==> src/rtl/hdl_ascii_pkg.sv <==
// -----------------------------------------------------------------------------
// hdl_ascii_pkg
// Shared ASCII constants and the serializer state encoding used by the BCD to
// ASCII output path.
// No ports (package).
// -----------------------------------------------------------------------------
package hdl_ascii_pkg;

  localparam logic [7:0] ASCII_ZERO  = 8'h30;
  localparam logic [7:0] ASCII_SPACE = 8'h20;
  localparam logic [7:0] ASCII_QMARK = 8'h3F;
  localparam logic [7:0] ASCII_CR    = 8'h0D;
  localparam logic [7:0] ASCII_LF    = 8'h0A;

  // Frame sequencer states.
  typedef enum logic [1:0] {
    IDLE   = 2'd0,
    DIGITS = 2'd1,
    CR     = 2'd2,
    LF     = 2'd3
  } state_t;

endpackage

==> src/rtl/bcd_ascii_serializer_if.sv <==
// -----------------------------------------------------------------------------
// bcd_ascii_serializer_if
// Bundles the BCD input handshake and the byte-wide output stream of the
// serializer.
//   bcd_in    packed BCD word, digit k at [4k+3:4k]
//   in_valid  / in_ready   input word handshake
//   out_data  / out_valid / out_ready   ASCII byte stream
//   busy      frame in progress
// Modports: slave = serializer side, master = producer/consumer side.
// -----------------------------------------------------------------------------
interface bcd_ascii_serializer_if #(
  parameter int NUM_DIGITS = 3
) ();

  logic [NUM_DIGITS*4-1:0] bcd_in;
  logic                    in_valid;
  logic                    in_ready;
  logic [7:0]              out_data;
  logic                    out_valid;
  logic                    out_ready;
  logic                    busy;

  modport slave (
    input  bcd_in, in_valid, out_ready,
    output in_ready, out_data, out_valid, busy
  );

  modport master (
    output bcd_in, in_valid, out_ready,
    input  in_ready, out_data, out_valid, busy
  );

endinterface

==> src/rtl/bcd_digit_to_ascii.sv <==
// -----------------------------------------------------------------------------
// bcd_digit_to_ascii
// Combinational conversion of one BCD digit to its ASCII character. Values
// 10..15 are not legal BCD and are rendered as '?'.
//   digit  in   4  BCD digit
//   ascii  out  8  ASCII character
// -----------------------------------------------------------------------------
module bcd_digit_to_ascii
  import hdl_ascii_pkg::*;
(
  input  logic [3:0] digit,
  output logic [7:0] ascii
);

  always_comb begin
    ascii = ASCII_QMARK;
    if (digit <= 4'd9) begin
      ascii = ASCII_ZERO + {4'h0, digit};
    end
  end

endmodule

==> src/rtl/bcd_ascii_serializer.sv <==
// -----------------------------------------------------------------------------
// bcd_ascii_serializer
// Takes a packed BCD word and streams it as ASCII, most significant digit
// first, with optional leading-zero suppression (drop or space pad) and an
// optional CR/LF terminator.
//   clock  in  1   clock
//   reset  in  1   asynchronous, active-low
//   bus    slave modport of bcd_ascii_serializer_if (bcd_in, in_valid,
//          in_ready, out_data, out_valid, out_ready, busy)
// -----------------------------------------------------------------------------
module bcd_ascii_serializer
  import hdl_ascii_pkg::*;
#(
  parameter int NUM_DIGITS     = 3,
  parameter int SUPPRESS_ZEROS = 1,
  parameter int PAD_WITH_SPACE = 0,
  parameter int APPEND_CRLF    = 1
) (
  input  logic                   clock,
  input  logic                   reset,
  bcd_ascii_serializer_if.slave  bus
);

  localparam int IDX_W = (NUM_DIGITS > 1) ? $clog2(NUM_DIGITS) : 1;
  localparam int SLOTS = 1 << IDX_W;

  state_t                  state_reg;
  logic [NUM_DIGITS*4-1:0] hold_reg;
  logic [IDX_W-1:0]        idx_reg;
  logic                    leading_reg;
  logic [7:0]              out_data_reg;
  logic                    out_valid_reg;
  logic                    in_ready_reg;

  // Digit slots padded to a power of two so any idx value selects safely.
  logic [3:0] digit_slot [SLOTS];

  genvar gi;
  generate
    for (gi = 0; gi < SLOTS; gi++) begin : g_slot
      if (gi < NUM_DIGITS) begin : g_real
        assign digit_slot[gi] = hold_reg[4*gi +: 4];
      end else begin : g_pad
        assign digit_slot[gi] = 4'h0;
      end
    end
  endgenerate

  // idx_reg names the digit currently on out_data when out_valid is high,
  // and the next digit to evaluate otherwise. ld_idx is the digit to load
  // on this edge if the output slot frees up.
  logic             advance;
  logic [IDX_W-1:0] ld_idx;
  logic [3:0]       ld_digit;
  logic [7:0]       ld_char;
  logic             ld_skip;

  always_comb begin
    advance  = !out_valid_reg || bus.out_ready;
    ld_idx   = out_valid_reg ? (idx_reg - IDX_W'(1)) : idx_reg;
    ld_digit = digit_slot[ld_idx];
    // The LSD is never suppressed so an all-zero word still prints "0".
    ld_skip  = leading_reg && (ld_digit == 4'h0) && (ld_idx != '0);
  end

  bcd_digit_to_ascii u_conv (
    .digit (ld_digit),
    .ascii (ld_char)
  );

  always_ff @(posedge clock or negedge reset) begin
    if (!reset) begin
      state_reg     <= IDLE;
      hold_reg      <= '0;
      idx_reg       <= '0;
      leading_reg   <= 1'b0;
      out_data_reg  <= 8'h00;
      out_valid_reg <= 1'b0;
      in_ready_reg  <= 1'b0;
    end else begin
      case (state_reg)
        IDLE: begin
          in_ready_reg <= 1'b1;
          if (bus.in_valid && in_ready_reg) begin
            hold_reg     <= bus.bcd_in;
            idx_reg      <= IDX_W'(NUM_DIGITS - 1);
            leading_reg  <= (SUPPRESS_ZEROS != 0);
            in_ready_reg <= 1'b0;
            state_reg    <= DIGITS;
          end
        end
        DIGITS: begin
          if (advance) begin
            if (out_valid_reg && (idx_reg == '0)) begin
              // LSD byte completes here.
              if (APPEND_CRLF != 0) begin
                state_reg    <= CR;
                out_data_reg <= ASCII_CR;
              end else begin
                state_reg     <= IDLE;
                out_valid_reg <= 1'b0;
                in_ready_reg  <= 1'b1;
              end
            end else if (ld_skip) begin
              if (PAD_WITH_SPACE != 0) begin
                out_data_reg  <= ASCII_SPACE;
                out_valid_reg <= 1'b1;
                idx_reg       <= ld_idx;
              end else begin
                // Dropped digit: one idle output cycle, move to next digit.
                out_valid_reg <= 1'b0;
                idx_reg       <= ld_idx - IDX_W'(1);
              end
            end else begin
              out_data_reg  <= ld_char;
              out_valid_reg <= 1'b1;
              leading_reg   <= 1'b0;
              idx_reg       <= ld_idx;
            end
          end
        end
        CR: begin
          if (bus.out_ready) begin
            state_reg    <= LF;
            out_data_reg <= ASCII_LF;
          end
        end
        LF: begin
          if (bus.out_ready) begin
            state_reg     <= IDLE;
            out_valid_reg <= 1'b0;
            in_ready_reg  <= 1'b1;
          end
        end
        default: state_reg <= IDLE;
      endcase
    end
  end

  assign bus.in_ready  = in_ready_reg;
  assign bus.out_data  = out_data_reg;
  assign bus.out_valid = out_valid_reg;
  assign bus.busy      = (state_reg != IDLE);

endmodule

==> src/flat_wrapper.sv <==
// flat-port wrapper written by rule: the top's interface ports become plain ports
module bcd_ascii_serializer_flat import hdl_ascii_pkg::*;
#(
  parameter int NUM_DIGITS     = 3,
  parameter int SUPPRESS_ZEROS = 1,
  parameter int PAD_WITH_SPACE = 0,
  parameter int APPEND_CRLF    = 1
)
  (clock, reset, bus_bcd_in, bus_in_valid, bus_out_ready, bus_in_ready, bus_out_data, bus_out_valid, bus_busy);
  bcd_ascii_serializer_if #(.NUM_DIGITS(NUM_DIGITS)) bus_i ();
  input  logic clock;
  input  logic reset;
  input wire logic [$bits(bus_i.bcd_in)-1:0] bus_bcd_in;
  input wire logic [$bits(bus_i.in_valid)-1:0] bus_in_valid;
  input wire logic [$bits(bus_i.out_ready)-1:0] bus_out_ready;
  output wire logic [$bits(bus_i.in_ready)-1:0] bus_in_ready;
  output wire logic [$bits(bus_i.out_data)-1:0] bus_out_data;
  output wire logic [$bits(bus_i.out_valid)-1:0] bus_out_valid;
  output wire logic [$bits(bus_i.busy)-1:0] bus_busy;
  assign bus_i.bcd_in = bus_bcd_in;
  assign bus_i.in_valid = bus_in_valid;
  assign bus_i.out_ready = bus_out_ready;
  assign bus_in_ready = bus_i.in_ready;
  assign bus_out_data = bus_i.out_data;
  assign bus_out_valid = bus_i.out_valid;
  assign bus_busy = bus_i.busy;
  bcd_ascii_serializer #(.NUM_DIGITS(NUM_DIGITS), .SUPPRESS_ZEROS(SUPPRESS_ZEROS), .PAD_WITH_SPACE(PAD_WITH_SPACE), .APPEND_CRLF(APPEND_CRLF)) u_core (.clock(clock), .reset(reset), .bus(bus_i));
endmodule
==> config.mk <==
export PLATFORM = sky130hd
export DESIGN_NAME = bcd_ascii_serializer_flat
export DESIGN_NICKNAME = d
export VERILOG_FILES = /design/src/rtl/hdl_ascii_pkg.sv /design/src/rtl/bcd_ascii_serializer_if.sv /design/src/rtl/bcd_digit_to_ascii.sv /design/src/rtl/bcd_ascii_serializer.sv /design/src/flat_wrapper.sv
export SDC_FILE = /design/constraint.sdc
export NUM_CORES = 1
export LEC_CHECK = 0
export ABC_AREA = 0
export CORE_ASPECT_RATIO = 0.7
export CORE_UTILIZATION = 52
export DETAILED_ROUTE_END_ITERATION = 8
export PLACE_DENSITY = 0.79
export SLEW_MARGIN = 5
export SYNTH_ARGS = -nofsm -noshare
export SYNTH_HDL_FRONTEND = slang
export SYNTH_SLANG_ARGS = --single-unit
export TNS_END_PERCENT = 1
==> constraint.sdc <==
create_clock -name clock -period 3 [get_ports clock]
set_clock_uncertainty 0.15 [all_clocks]
set_input_delay 0.45 -clock clock [delete_from_list [all_inputs] [get_ports clock]]
set_output_delay 0.45 -clock clock [all_outputs]
set_load 0.005 [all_outputs]
==> results.cfg, run 1 <==
[logic_synthesis]
ys_top_cells_by_area = dfrtp_1 (40%), mux2_2 (10%), ha_1 (4.1%), mux2_4 (4.0%), nand2_1 (3.7%)
synth_area_leader_cell = dfrtp_1
yosys-top-cells-count = dfrtp_1 (24), nand2_1 (15), mux2_2 (14)
async_s_r_ff_share_synth = 1.00
postSynthRegisterBits = 24
ys.flop_type = dfrtp_1
synthDominantCellAreaShare = 0.398
synth_enable_flop_cells = 0
synth.lib_cells_used.distinct = 41
yosysWarningCount = 0
ys_seq_area_frac = 0.398
syn-instance-count = 144
post_synth_instance_area_um2 = 1510
avgSynthCellArea_um2 = 10.5
yosys.cell_count.top_type = dfrtp_1

[cts]
maximum_root_to_sink_buffer_count = 2
clockRootBuffer = clkbuf_8
post_cts.resized_instances = 0
cts_max_level = 1
tritoncts = built
cts.sinks = 24
post-cts-setup-buffer-count = 0
cts_hold_repair.buffers = 0
clock_insertion_delay_worst_skew_ns = 0.27
cts.clk_slew.worst_paths_ns = 0.08
cts_buffers = 3

[critical_path]
timing.critical_path.from_type = register
reg2reg_from = u_core.idx_reg[1]
timing.reg2reg.setup_slack_ns = 0.16
rr_worst_depth = 8
worst_r2r_endpoint = u_core.bus.out_data[4]
arrival_ns = 2.85
critical_path_peak_fanout = 10
path_class = reg2reg
critPathCaptureType = register
critical_path_required_ns = 3.01

[finish]
nFillCells = 206
insertedDiodeCount = 0
area_growth_pct = 19.5
layout-drive-gt1-share = 0.206
largest_reg_flops = 12
fin_nets = 187
final_core_util = 0.691

[floorplanning]
floorplan.die_area_um2 = 3120
die_h_um = 47.1
start_util = 0.578
core_area_um2 = 2610
core.rowCount = 15
chipWidth_um = 66.4
num_io_pins = 27

[drt]
post_drt_via_cell_ratio = 5.85
residual_drc_count = 0
firstDrtPassIters = 4
routed_wire_length_per_instance_um = 16.1
final_antenna_net_count = 0
drt-initial-drc-count = 98
routed-via-count = 1165
routed_wirelength_mm = 3.20

[sta]
report.final.setup_viol = 0
unrepaired_setup_endpoints_after_global_routing = false
clock.fmax_mhz = 352
hold_slack_ns = 0.373
final.min_clock_period_ns = 2.84
slew_violations = 0
post-route-period-util = 0.947
hold_viol_final = 0
tightest_slew_ns = 0.704
timing.slew.headroom = 0.529
timing.setup.tns_ns = 0

[pwr]
powerDensity_nw_per_um2 = 1230
p_clk_frac = 0.099
seq_power_share = 0.296
power.switching_fraction = 0.405
p_switching_mw = 0.900
fin_total_pwr_mw = 2.22
pwr-share-comb = 0.605
max-vdd-ir-drop_mv = 0.553
cell_internal_pwr_mw = 1.32
total_leakage_power_nw = 0.750

[hold_path]
timing.hold.worst_path_depth = 1
timing.hold.worst.start = u_core.bus.out_data[3]
hold_path_class = reg2reg
hold_path_end = u_core.bus.out_data[3]

[job]
max_cap_violations = 0

[global_route]
groute.usage.overall = 0.228
antenna_violations_before_repair = 0
globalRoute.totalOverflow = 0
first_pass_grt_wire_length_mm = 5.14
maximum_number_of_pins_on_one_net_before_global_route_repair = 25
vias_in_the_first_global_route = 1090

[place]
dp.final_hpwl_mm = 2.46
io_buffer_count = 24
place.gp.congestion = 0.982

[run_status]
run_status = complete, no violations
logic make-up after synthesis:
logic type,after synthesis,synth area share
AND/OR/NAND/NOR,41,0.139
multiplexers,20,0.158
buffers and inverters,18,0.0639
flip-flops,24,0.398
adder cells (fa/ha/maj),5,0.0415
XOR/XNOR,1,0.00581
AO/OA/AOI/OAI,34,0.191
other,1,0.00249
worst max-delay path by stage:
stage,start,endpoint
2_1_floorplan,u_core.idx_reg[0],u_core.bus.out_data[0]
3_3_place_gp,u_core.idx_reg[0],u_core.bus.out_data[3]
3_5_place_dp,u_core.idx_reg[0],u_core.bus.out_data[4]
4_1_cts,u_core.idx_reg[0],u_core.bus.out_data[4]
5_1_grt,u_core.idx_reg[1],u_core.bus.out_data[4]
6_report,u_core.idx_reg[1],u_core.bus.out_data[4]
power groups by stage:
stage	sequential, mW	combinational [mW]	clock (mW)
after floorplan	0.597	1.06	0
after global placement	0.644	1.28	0
after detailed placement	0.658	1.34	0
after CTS	0.653	1.34	0.225
after global routing	0.677	1.47	0.240
final	0.658	1.35	0.220
routing by layer:
| metal | vias up | routed length [µm] | track usage |
|---|---|---|---|
| li1 | 554 | - | - |
| met1 | 558 | 1510 | 0.303 |
| met2 | 51 | 1450 | 0.386 |
| met3 | 2 | 227 | 0.0583 |
| met4 | 0 | 16 | 0.0426 |
| met5 | - | 0 | 0 |
cell type report:
class | count | area (µm²) | share of cell area
Tap cell | 34 | 42.5 | 0.0236
Multi-Input combinational cell | 103 | 817 | 0.453
Clock buffer | 4 | 55.1 | 0.0306
Sequential cell | 24 | 602 | 0.334
Inverter | 8 | 30.0 | 0.0167
Timing Repair Buffer | 26 | 255 | 0.142
layout by cell type, fill, tap and decap left out, types with 4 or more instances in the layout:
master	instances
ha_1	4
nand2_1	15
clkdlybuf4s50_1	24
o21ai_0	10
dfrtp_1	23
inv_1	8
a21oi_1	5
clkbuf_8	4
mux2_4	4
mux2_2	14
nand2b_1	5
nand3_1	6
worst max-delay path, cell delays in order (launching register included):
cell and delay, ns:
dfrtp_1 0.47, inv_1 0.17, ha_2 0.46, o21ai_0 0.13, and3_1 0.20, o31ai_1 0.20
and4b_4 0.26, a41oi_4 0.35, mux2_4 0.34
metrics by stage:
step	cells	cell area (µm²)	setup WS, ns
2_1_floorplan	145	1510	0.262
3_3_place_gp	195	1740	0.263
3_5_place_dp	195	1740	0.0421
4_1_cts	199	1800	0.0245
5_1_grt	199	1800	0.00853
6_report	199	1800	0.158
Power figures use the tool's default switching activity.
==> run 2: changes to the inputs <==
CORE_UTILIZATION = 54   (was 52)
GPL_TIMING_DRIVEN = 0   (was not set)
PLACE_DENSITY = 0.8   (was 0.79)
SKIP_LAST_GASP = 1   (was not set)
SYNTH_HIERARCHICAL = 1   (was not set)
==> results.cfg, run 2 <==
[critical_path]
rr_worst_depth = 11
arrival_ns = 2.96
critical_path_required_ns = 3.02
worst_r2r_endpoint = u_core/bus.out_data[2]
critical_path_peak_fanout = 10
timing.reg2reg.setup_slack_ns = 0.05
timing.critical_path.from_type = register
path_class = reg2reg
critPathCaptureType = register
reg2reg_from = u_core/idx_reg[0]

[floorplanning]
num_io_pins = 27
chipWidth_um = 70.5
start_util = 0.599
die_h_um = 50.0
floorplan.die_area_um2 = 3520
core.rowCount = 16
core_area_um2 = 2960

[drt]
routed_wire_length_per_instance_um = 15.5
firstDrtPassIters = 6
routed_wirelength_mm = 3.99
routed-via-count = 1505
post_drt_via_cell_ratio = 5.86
drt-initial-drc-count = 124
final_antenna_net_count = 0
residual_drc_count = 2

[run_status]
run_status = finished with violations
failing_checks = DRC

[pwr]
max-vdd-ir-drop_mv = 0.649
total_leakage_power_nw = 0.981
powerDensity_nw_per_um2 = 1260
fin_total_pwr_mw = 2.75

[logic_synthesis]
ys.flop_type = dfrtp_1
yosysWarningCount = 6
synth_enable_flop_cells = 0
ys_seq_area_frac = 0.381
synthDominantCellAreaShare = 0.381
yosys.cell_count.top_type = dfrtp_1
postSynthRegisterBits = 27
synth.lib_cells_used.distinct = 48
yosys-top-cells-count = dfrtp_1 (27), nand2_1 (19), inv_1 (13), mux2_2 (13), a21oi_1 (12)
ys_top_cells_by_area = dfrtp_1 (38%), mux2_2 (8.3%), mux2i_1 (5.6%), nand2_1 (4.0%), ha_1 (3.5%)
synth_area_leader_cell = dfrtp_1
syn-instance-count = 184
post_synth_instance_area_um2 = 1770
avgSynthCellArea_um2 = 9.64
async_s_r_ff_share_synth = 1.00

[cts]
cts_buffers = 3
cts_hold_repair.buffers = 0
maximum_root_to_sink_buffer_count = 2
clock_insertion_delay_worst_skew_ns = 0.27
clockRootBuffer = clkbuf_8
cts.clk_slew.worst_paths_ns = 0.09
cts.sinks = 27
cts_max_level = 1
tritoncts = built

[finish]
final_instance_count_excl_fillers = 257
largest_reg_flops = 12
fin_nets = 243
layout-drive-gt1-share = 0.190
insertedDiodeCount = 0
commonest_cells_after_routing_fill_and_taps_aside = dfrtp_1 (27), clkdlybuf4s50_1 (25), nand2_1 (19)
area_growth_pct = 23.1
final_common_cell = dfrtp_1

[global_route]
antenna_violations_before_repair = 0
groute.usage.overall = 0.242
globalRoute.totalOverflow = 0
maximum_number_of_pins_on_one_net_before_global_route_repair = 28
first_pass_grt_wire_length_mm = 6.46
vias_in_the_first_global_route = 1315

[sta]
timing.slew.headroom = 0.601
hold_viol_final = 0
unrepaired_setup_endpoints_after_global_routing = true
report.final.setup_viol = 0
tightest_slew_ns = 0.599
post-route-period-util = 0.982
slew_violations = 0
final.min_clock_period_ns = 2.95
clock.fmax_mhz = 339

[place]
placed_cells = 248
place.gp.congestion = 0.947
dp.final_hpwl_mm = 2.97
io_buffer_count = 26

[hold_path]
hold_path_class = in2async

[job]
max_cap_violations = 0
run 2: cell type report:
type                       count  area (µm²)
inverter                      15        56.3
sequential                    27         676
tap                           36        45.0
fill                         217         779
timing repair buffer          31         305
multi-input combinational    131         981
clock buffer                   4        45.0
buffer                        13        75.1
run 2: what timing repair did:
item | 4_1_cts | 5_1_grt
endpoints found under the setup margin | 3 | 8
setup buffers | 0 | 5
pin swaps | 1 | 1
resized for setup | 0 | 5
run 2: worst max-delay path by stage:
stage / slack [ns] / depth (start not counted) / end / start
floorplan: 0.28 / 10 / u_core/bus.out_data[0] / u_core/idx_reg[0]
global placement: 0.02 / 10 / u_core/bus.out_data[2] / u_core/idx_reg[0]
detailed placement: -0.02 / 10 / u_core/bus.out_data[0] / u_core/idx_reg[0]
CTS: 0.007 / 10 / u_core/bus.out_data[2] / u_core/bus.out_valid
global route: -0.05 / 11 / u_core/bus.out_data[2] / u_core/idx_reg[0]
finish: 0.05 / 11 / u_core/bus.out_data[2] / u_core/idx_reg[0]
run 2: power by group:
group / internal [mW] / leakage [nW] / switching (mW)
combinational: 0.927 / 0.642 / 0.906
clock: 0.0953 / 0.0228 / 0.115
sequential: 0.556 / 0.316 / 0.152
total: 1.58 / 0.981 / 1.17
run 2: critical path: stages (launching register included):
cell      delay [ns]
dfrtp_1         0.41
buf_4           0.21
inv_2           0.09
ha_1            0.28
buf_2           0.18
o21ai_1         0.18
nand3_2         0.16
a311oi_2        0.34
o211a_4         0.25
a41oi_4         0.13
buf_12          0.16
mux2_4          0.28
run 2: layer usage:
layer  part of all wire  global-route usage
met1               0.46               0.363
met2               0.44               0.350
met3              0.094              0.0532
met4             0.0045              0.0578
met5                  0                   0
run 2: kinds of logic (layout without fill, tap and decap cells):
logic type                 Yosys count  in the layout  synth area share
and+or+nand+nor                     50             50             0.140
AOI/OAI and AO/OA                   45             45             0.197
buffers and inverters               28             63            0.0733
DFF                                 27             27             0.381
muxes                               26             26             0.164
adders and majority gates            5              5            0.0353
other                                2              4           0.00423
xor gates and xnor gates             1              1           0.00494
run 2: through the flow:
step / setup WS, ns / instance area (µm²) / TNS [ns] / hold WS (ns) / utilization
2_1_floorplan: 0.282 / 1780 / 0 / 0.00441 / -
3_3_place_gp: 0.0157 / 2090 / 0 / 0.347 / 0.704
3_5_place_dp: -0.0247 / 2090 / -0.0724 / 0.353 / 0.704
4_1_cts: 0.00723 / 2130 / 0 / 0.374 / 0.720
5_1_grt: -0.0473 / 2180 / -0.155 / 0.0663 / 0.737
6_report: 0.0540 / 2180 / 0 / 0.0201 / 0.737
==> run 3: changes to the inputs <==
--- a/constraint.sdc
+++ b/constraint.sdc
@@ -3,3 +3,3 @@
 set_input_delay 0.45 -clock clock [delete_from_list [all_inputs] [get_ports clock]]
 set_output_delay 0.45 -clock clock [all_outputs]
-set_load 0.005 [all_outputs]
+set_load 0.01 [all_outputs]
==> results of run 3 <==
The final DEF is identical to that of run 2. Status: finished with violations: DRC.
Main changes from that run: total power 2.75 mW -> 2.78 mW
